### config.mk
export PLATFORM = sky130hd
export DESIGN_NAME = i2c_txn_scheduler
export DESIGN_NICKNAME = d
export VERILOG_FILES = /design/src/rtl/i2c_txn_scheduler.sv
export SDC_FILE = /design/constraint.sdc
export NUM_CORES = 1
export LEC_CHECK = 0
export BUFFER_PORTS_ARGS = -buffer_cell sky130_fd_sc_hd__buf_2
export CAP_MARGIN = 30
export CORE_MARGIN = 2
export CORE_UTILIZATION = 50
export DETAILED_ROUTE_END_ITERATION = 12
export PLACE_DENSITY_LB_ADDON = 0.1
export SLEW_MARGIN = 20
export SYNTH_ARGS = -nofsm -noshare
export SYNTH_HDL_FRONTEND = slang
export SYNTH_SLANG_ARGS = --single-unit
### constraint.sdc
create_clock -name clk -period 2.3 [get_ports clk]
set_input_delay 0.115 -clock clk [delete_from_list [all_inputs] [get_ports clk]]
set_output_delay 0.115 -clock clk [all_outputs]
set_load 0.03 [all_outputs]
### src/rtl/i2c_txn_scheduler.sv
// Round-robin scheduler sharing one I2C byte-level master between NREQ requesters.
// Sequences start/address/data/stop on the master, returns per-byte status, aborts stalled transfers.
module i2c_txn_scheduler #(
    parameter int unsigned NREQ        = 4,
    parameter int unsigned LENW        = 4,
    parameter int unsigned TIMEOUT_CYC = 4096
) (
    input  logic                 clk,
    input  logic                 reset,
    input  logic [NREQ-1:0]      req,
    input  logic [NREQ-1:0]      req_rd_wr,
    input  logic [7*NREQ-1:0]    req_addr,
    input  logic [LENW*NREQ-1:0] req_len,
    input  logic [8*NREQ-1:0]    req_wdata,
    output logic [NREQ-1:0]      gnt,
    output logic                 wr_ack,
    output logic                 rd_valid,
    output logic [7:0]           rd_data,
    output logic                 done,
    output logic                 err,
    output logic                 m_start,
    output logic                 m_stop,
    output logic                 m_rd_wr,
    output logic [6:0]           m_address,
    output logic [7:0]           m_din,
    input  logic                 m_byte_done,
    input  logic                 m_nack,
    input  logic [7:0]           m_dout,
    input  logic                 m_idle
);

    localparam int unsigned PW  = (NREQ > 1) ? $clog2(NREQ) : 1;
    localparam int unsigned WDW = $clog2(TIMEOUT_CYC);

    typedef enum logic [2:0] {
        S_IDLE, S_ARB, S_START, S_WADDR, S_DATA, S_STOP, S_DONE
    } state_t;

    state_t            state, state_next;
    logic [PW-1:0]     rr_ptr, win, pick;
    logic [LENW-1:0]   byte_cnt, cnt_next;
    logic              err_lat, err_next;
    logic              wr_ack_next, rd_valid_next;
    logic [WDW-1:0]    wdog;
    logic              timeout, watched, arb_load;

    logic [6:0]        addr_arr  [NREQ];
    logic [LENW-1:0]   len_arr   [NREQ];
    logic [7:0]        wdata_arr [NREQ];

    // Unpack the flat per-requester buses.
    always_comb begin
        for (int i = 0; i < int'(NREQ); i++) begin
            addr_arr[i]  = req_addr[7*i +: 7];
            len_arr[i]   = req_len[LENW*i +: LENW];
            wdata_arr[i] = req_wdata[8*i +: 8];
        end
    end

    // First set request at or above rr_ptr, wrapping.
    always_comb begin
        logic [PW-1:0] idx;
        logic          found;
        pick  = '0;
        found = 1'b0;
        idx   = '0;
        for (int i = 0; i < int'(NREQ); i++) begin
            idx = PW'((32'(rr_ptr) + 32'(i)) % NREQ);
            if (!found && req[idx]) begin
                found = 1'b1;
                pick  = idx;
            end
        end
    end

    assign timeout  = (wdog == WDW'(TIMEOUT_CYC - 1));
    assign watched  = (state == S_WADDR) || (state == S_DATA) || (state == S_STOP);
    assign arb_load = (state == S_IDLE) && (state_next == S_ARB);

    always_ff @(posedge clk or posedge reset) begin
        if (reset) state <= S_IDLE;
        else       state <= state_next;
    end

    always_comb begin
        state_next    = state;
        err_next      = err_lat;
        cnt_next      = byte_cnt;
        wr_ack_next   = 1'b0;
        rd_valid_next = 1'b0;
        case (state)
            S_IDLE: begin
                if (|req && m_idle) begin
                    state_next = S_ARB;
                    err_next   = 1'b0;
                    cnt_next   = (len_arr[pick] == '0) ? LENW'(1) : len_arr[pick];
                end
            end
            S_ARB:   state_next = S_START;
            S_START: state_next = S_WADDR;
            S_WADDR: begin
                if (m_byte_done) begin
                    state_next = m_nack ? S_STOP : S_DATA;
                    err_next   = m_nack;
                end else if (timeout) begin
                    state_next = S_STOP;
                    err_next   = 1'b1;
                end
            end
            S_DATA: begin
                if (m_byte_done) begin
                    if (m_rd_wr && m_nack) begin
                        state_next = S_STOP;
                        err_next   = 1'b1;
                    end else begin
                        wr_ack_next   = m_rd_wr;
                        rd_valid_next = !m_rd_wr;
                        if (byte_cnt != '0) cnt_next = byte_cnt - LENW'(1);
                        if (byte_cnt <= LENW'(1)) state_next = S_STOP;
                    end
                end else if (timeout) begin
                    state_next = S_STOP;
                    err_next   = 1'b1;
                end
            end
            S_STOP: begin
                if (m_idle) begin
                    state_next = S_DONE;
                end else if (timeout) begin
                    state_next = S_DONE;
                    err_next   = 1'b1;
                end
            end
            S_DONE:  state_next = S_IDLE;
            default: state_next = S_IDLE;
        endcase
    end

    always_ff @(posedge clk or posedge reset) begin
        if (reset) begin
            rr_ptr    <= '0;
            win       <= '0;
            byte_cnt  <= '0;
            err_lat   <= 1'b0;
            wdog      <= '0;
            gnt       <= '0;
            wr_ack    <= 1'b0;
            rd_valid  <= 1'b0;
            rd_data   <= '0;
            done      <= 1'b0;
            err       <= 1'b0;
            m_start   <= 1'b0;
            m_stop    <= 1'b0;
            m_rd_wr   <= 1'b0;
            m_address <= '0;
            m_din     <= '0;
        end else begin
            byte_cnt <= cnt_next;
            err_lat  <= err_next;
            wr_ack   <= wr_ack_next;
            rd_valid <= rd_valid_next;
            done     <= (state_next == S_DONE);
            err      <= (state_next == S_DONE) && err_next;
            m_start  <= (state_next == S_START);
            m_stop   <= (state_next == S_STOP);
            if (rd_valid_next) rd_data <= m_dout;

            if (arb_load) begin
                win       <= pick;
                gnt       <= NREQ'(1) << pick;
                m_rd_wr   <= req_rd_wr[pick];
                m_address <= addr_arr[pick];
            end else if (state_next == S_IDLE) begin
                gnt <= '0;
            end

            // Write data follows the winner's current byte for the whole transfer.
            if (state != S_IDLE && m_rd_wr) m_din <= wdata_arr[win];

            if (state == S_DONE)
                rr_ptr <= (win == PW'(NREQ - 1)) ? '0 : win + PW'(1);

            if (state_next != state || m_byte_done || !watched) wdog <= '0;
            else if (!timeout)                                 wdog <= wdog + WDW'(1);
        end
    end

endmodule

==> metrics.md <==
| Metric | Value |
|---|---|
| Total congestion overflow | 0 |
| PD cells | 1180 nW/um2 |
| Sink Count | 58 |
| Crit path depth | 8 |
| CTS tree | done |
| Total wire length | 8360 um |
| Post-Syn Instances | 352 |
| Peak supply drop | 0.000564 V |
| MaxCap Viol Count | 0 |
| Sequential area share after synthesis | 42.1% |
| # DRC | 0 |
| Maximum fanout along the worst path | 6 |
| Syn Area/Cell | 9.80 um2 |
| Placed cell count | 567 |
| CP endpoint | wdog[6]$_DFFE_PP0P_ |
| Critical-path cell list | ha_1 > and3_1 > nand3_1 > a221oi_2 > o32ai_2 > mux2i_1 > buf_4 > a2111oi_2 |
| Share of layout cells above drive strength 1 | 42.5% |
| Slew headroom | 58.6% |
| First-pass GRT wire length | 14300 um |
| Clock root cell | clkbuf_8 |
| Crit-path slowest cell | dfrtp_1 |
| Yosys reg bits | 58 |
| FF-to-FF path depth | 8 |
| EDFF count, synth | 0 |
| Commonest cells after routing, fill and taps aside | buf_2 (130), nand2_1 (65), dfrtp_1 (57) |
| Syn nets | 454 |
| H-tree levels | 3 |
| Core area | 6720 um2 |
| Tmin final | 2.14 ns |
| Clk_skew | 0.00943 ns |
| RSZ-0062 raised after global routing | no |
| Die Wd | 87.1 um |
| Post-CTS Setup Inserts | 0 |
| Die Y-Extent | 87.1 um |
| Most common cell after layout, fill and taps aside | buf_2 |
| ANT nets after route | 0 |
| Iter 0 DRT Violations | 111 |
| Drt wl/cell | 14.1 um |
| Ant diodes | 0 |
| Synth top area share | 42.1% |
| Detailed placement HPWL | 6440 um |
| Critical path class | reg -> reg |
| Crit share post-route | 93.0% |
| Async set-reset flop share out of synthesis | 100% |
| Leak Pwr | 2.23 nW |
| Fin. Hold Viols | 0 |
| Max clock buf depth | 2 |
| Reg2Reg Setup Slack | 0.16 ns |
| Area added between synthesis and finish | 32.5% |
| Mapped cell area | 3450 um2 |
| WP data arrival | 2.36 ns |
| Worst r2r src | wdog[0]$_DFFE_PP0P_ |
| Worst path required time | 2.52 ns |
| Power Total | 5.37 mW |
| Vias in the first global route | 3110 |
| Delay-heaviest family, CP | compound AO/OA/AOI/OAI gates |
| Largest cells by area after synthesis | dfrtp_1 (42%), nand2_1 (7.1%), mux4_2 (5.2%), nand3_1 (3.8%), mux2_2 (3.3%) |
| Initial antenna violation count | 1 |
| # rows | 30 |
| CP startpoint | wdog[0]$_DFFE_PP0P_ |
| Worst Max-Slew Pin Slew | 0.620 ns |
| CP Launch Type | flop |
| Worst path bufs/invs | 1 |
| Primary FF master, synth | dfrtp_1 |
| GRT Util Overall | 23.8% |
| Synth area leader | dfrtp_1 |
| PnR worst setup slack | 0.160 ns |
| Yosys cell types | 59 |
| Dpl cell area | 4290 um2 |
| Initial core utilization | 51.4% |
| Setup-failing EPs final | 0 |
| Maximum clock rate | 467 MHz |
| IO Port Bufs | 130 |
| Min Hold Slack | 0.125 ns |
| Ys Warns | 0 |
| Post-Route Setup TNS | 0 ns |
| Clk slew on worst S/H paths | 0.07 ns |
| HP Class | in -> reg |
| Drt pass-1 iters | 4 |
| Element type at the critical path end | flop |
| Crit path largest cell delay | 0.41 ns |
| # IOs | 131 |
| Post-Place Worst Slack | 0.182 ns |
| Final core occ | 68.0% |
| Final nets | 609 |
| Num CTS Buffers | 9 |
| Reg2reg end | wdog[6]$_DFFE_PP0P_ |
| DR vias/cell | 5.32 |
| Vias | 3143 |
| Clock Latency Late Sink | 0.33 ns |
| Status | finished, final reports clean |
| Fin cells | 591 |
| Max Slew Vio Count | 0 |
| Maximum number of pins on one net before global-route repair | 31 |
| Final Wtd Congestion | 0.886 |
| Die area | 7580 um2 |
| Post-route cell area | 4570 um2 |
final cells by class:
| type | count | area (um2) |
|---|---|---|
| Timing Repair Buffer | 162 | 926 |
| Inverter | 9 | 33.8 |
| Clock buffer | 9 | 124 |
| Tap cell | 80 | 100 |
| Sequential cell | 58 | 1450 |
| Clock inverter | 6 | 58.8 |
| Multi-Input combinational cell | 267 | 1880 |
| Fill cell | 545 | 2150 |
cells in the mapped netlist, drive strengths merged, types with 4 or more instances:
cell	n
o21ai	13
mux2	10
buf	12
a211oi	8
nor2b	10
nor3	19
xnor2	4
ha	5
nand3	26
a31o	8
nor2	17
nand2	65
inv	8
clkbuf	6
dfrtp	58
mux2i	5
nor3b	11
nand3b	4
mux4	8
o21bai	5
per-layer routing:
metal	track usage, %	vias up	wire (um)
li1	-	1578	-
met1	29.7	1452	3500
met2	40.6	101	4200
met3	5.31	10	551
met4	8.38	2	96
met5	0	-	8
power breakdown:
group | switching [mW] | leakage (nW) | internal, mW
clock | 0.398 | 0.0986 | 0.487
combinational | 1.62 | 1.39 | 1.19
sequential | 0.289 | 0.748 | 1.38
total | 2.31 | 2.23 | 3.06
flip-flops by register name, indices dropped and copies added, names as in the netlist:
signal     flops
rd_data        8
m_address      7
state          3
rd_valid       1
done           1
m_start        1
m_stop         1
byte_cnt       4
gnt            4
rr_ptr         2
wdog          12
err            1
err_lat        1
m_din          8
m_rd_wr        1
wr_ack         1
win            2
worst min-delay path by stage:
stage	from	slack [ns]	endpoint	cells after the start
floorplan	m_dout[0]	0.22	rd_data[0]$_DFFE_PP0P_	2
global placement	reset	0.23	m_stop$_DFF_PP0_	2
detailed placement	reset	0.23	m_stop$_DFF_PP0_	2
CTS	req_addr[2]	0.12	m_address[2]$_DFFE_PP0P_	4
global route	req_addr[15]	0.13	m_address[1]$_DFFE_PP0P_	4
finish	req_addr[2]	0.12	m_address[2]$_DFFE_PP0P_	4
logic make-up after synthesis:
family,share of synthesized area [%]
flops,42.1
compound gates,13.5
fa+ha+maj,1.81
buf+inv,3.70
simple gates,27.7
mux,9.93
xor+xnor,1.27
tightest hold or removal path, cell delays in order:
cell     delay, ns
buf_2         0.07
nand2_1       0.04
nand3_1       0.07
a31o_2        0.14
what timing repair did:
item / CTS / global route
gates resized for setup: 0 / 2
endpoints found under the setup margin: 0 / 2
hold buffers: 9 / 0
endpoints found under the hold margin: 36 / 0
No activity file was read; power rests on OpenSTA's default activity.
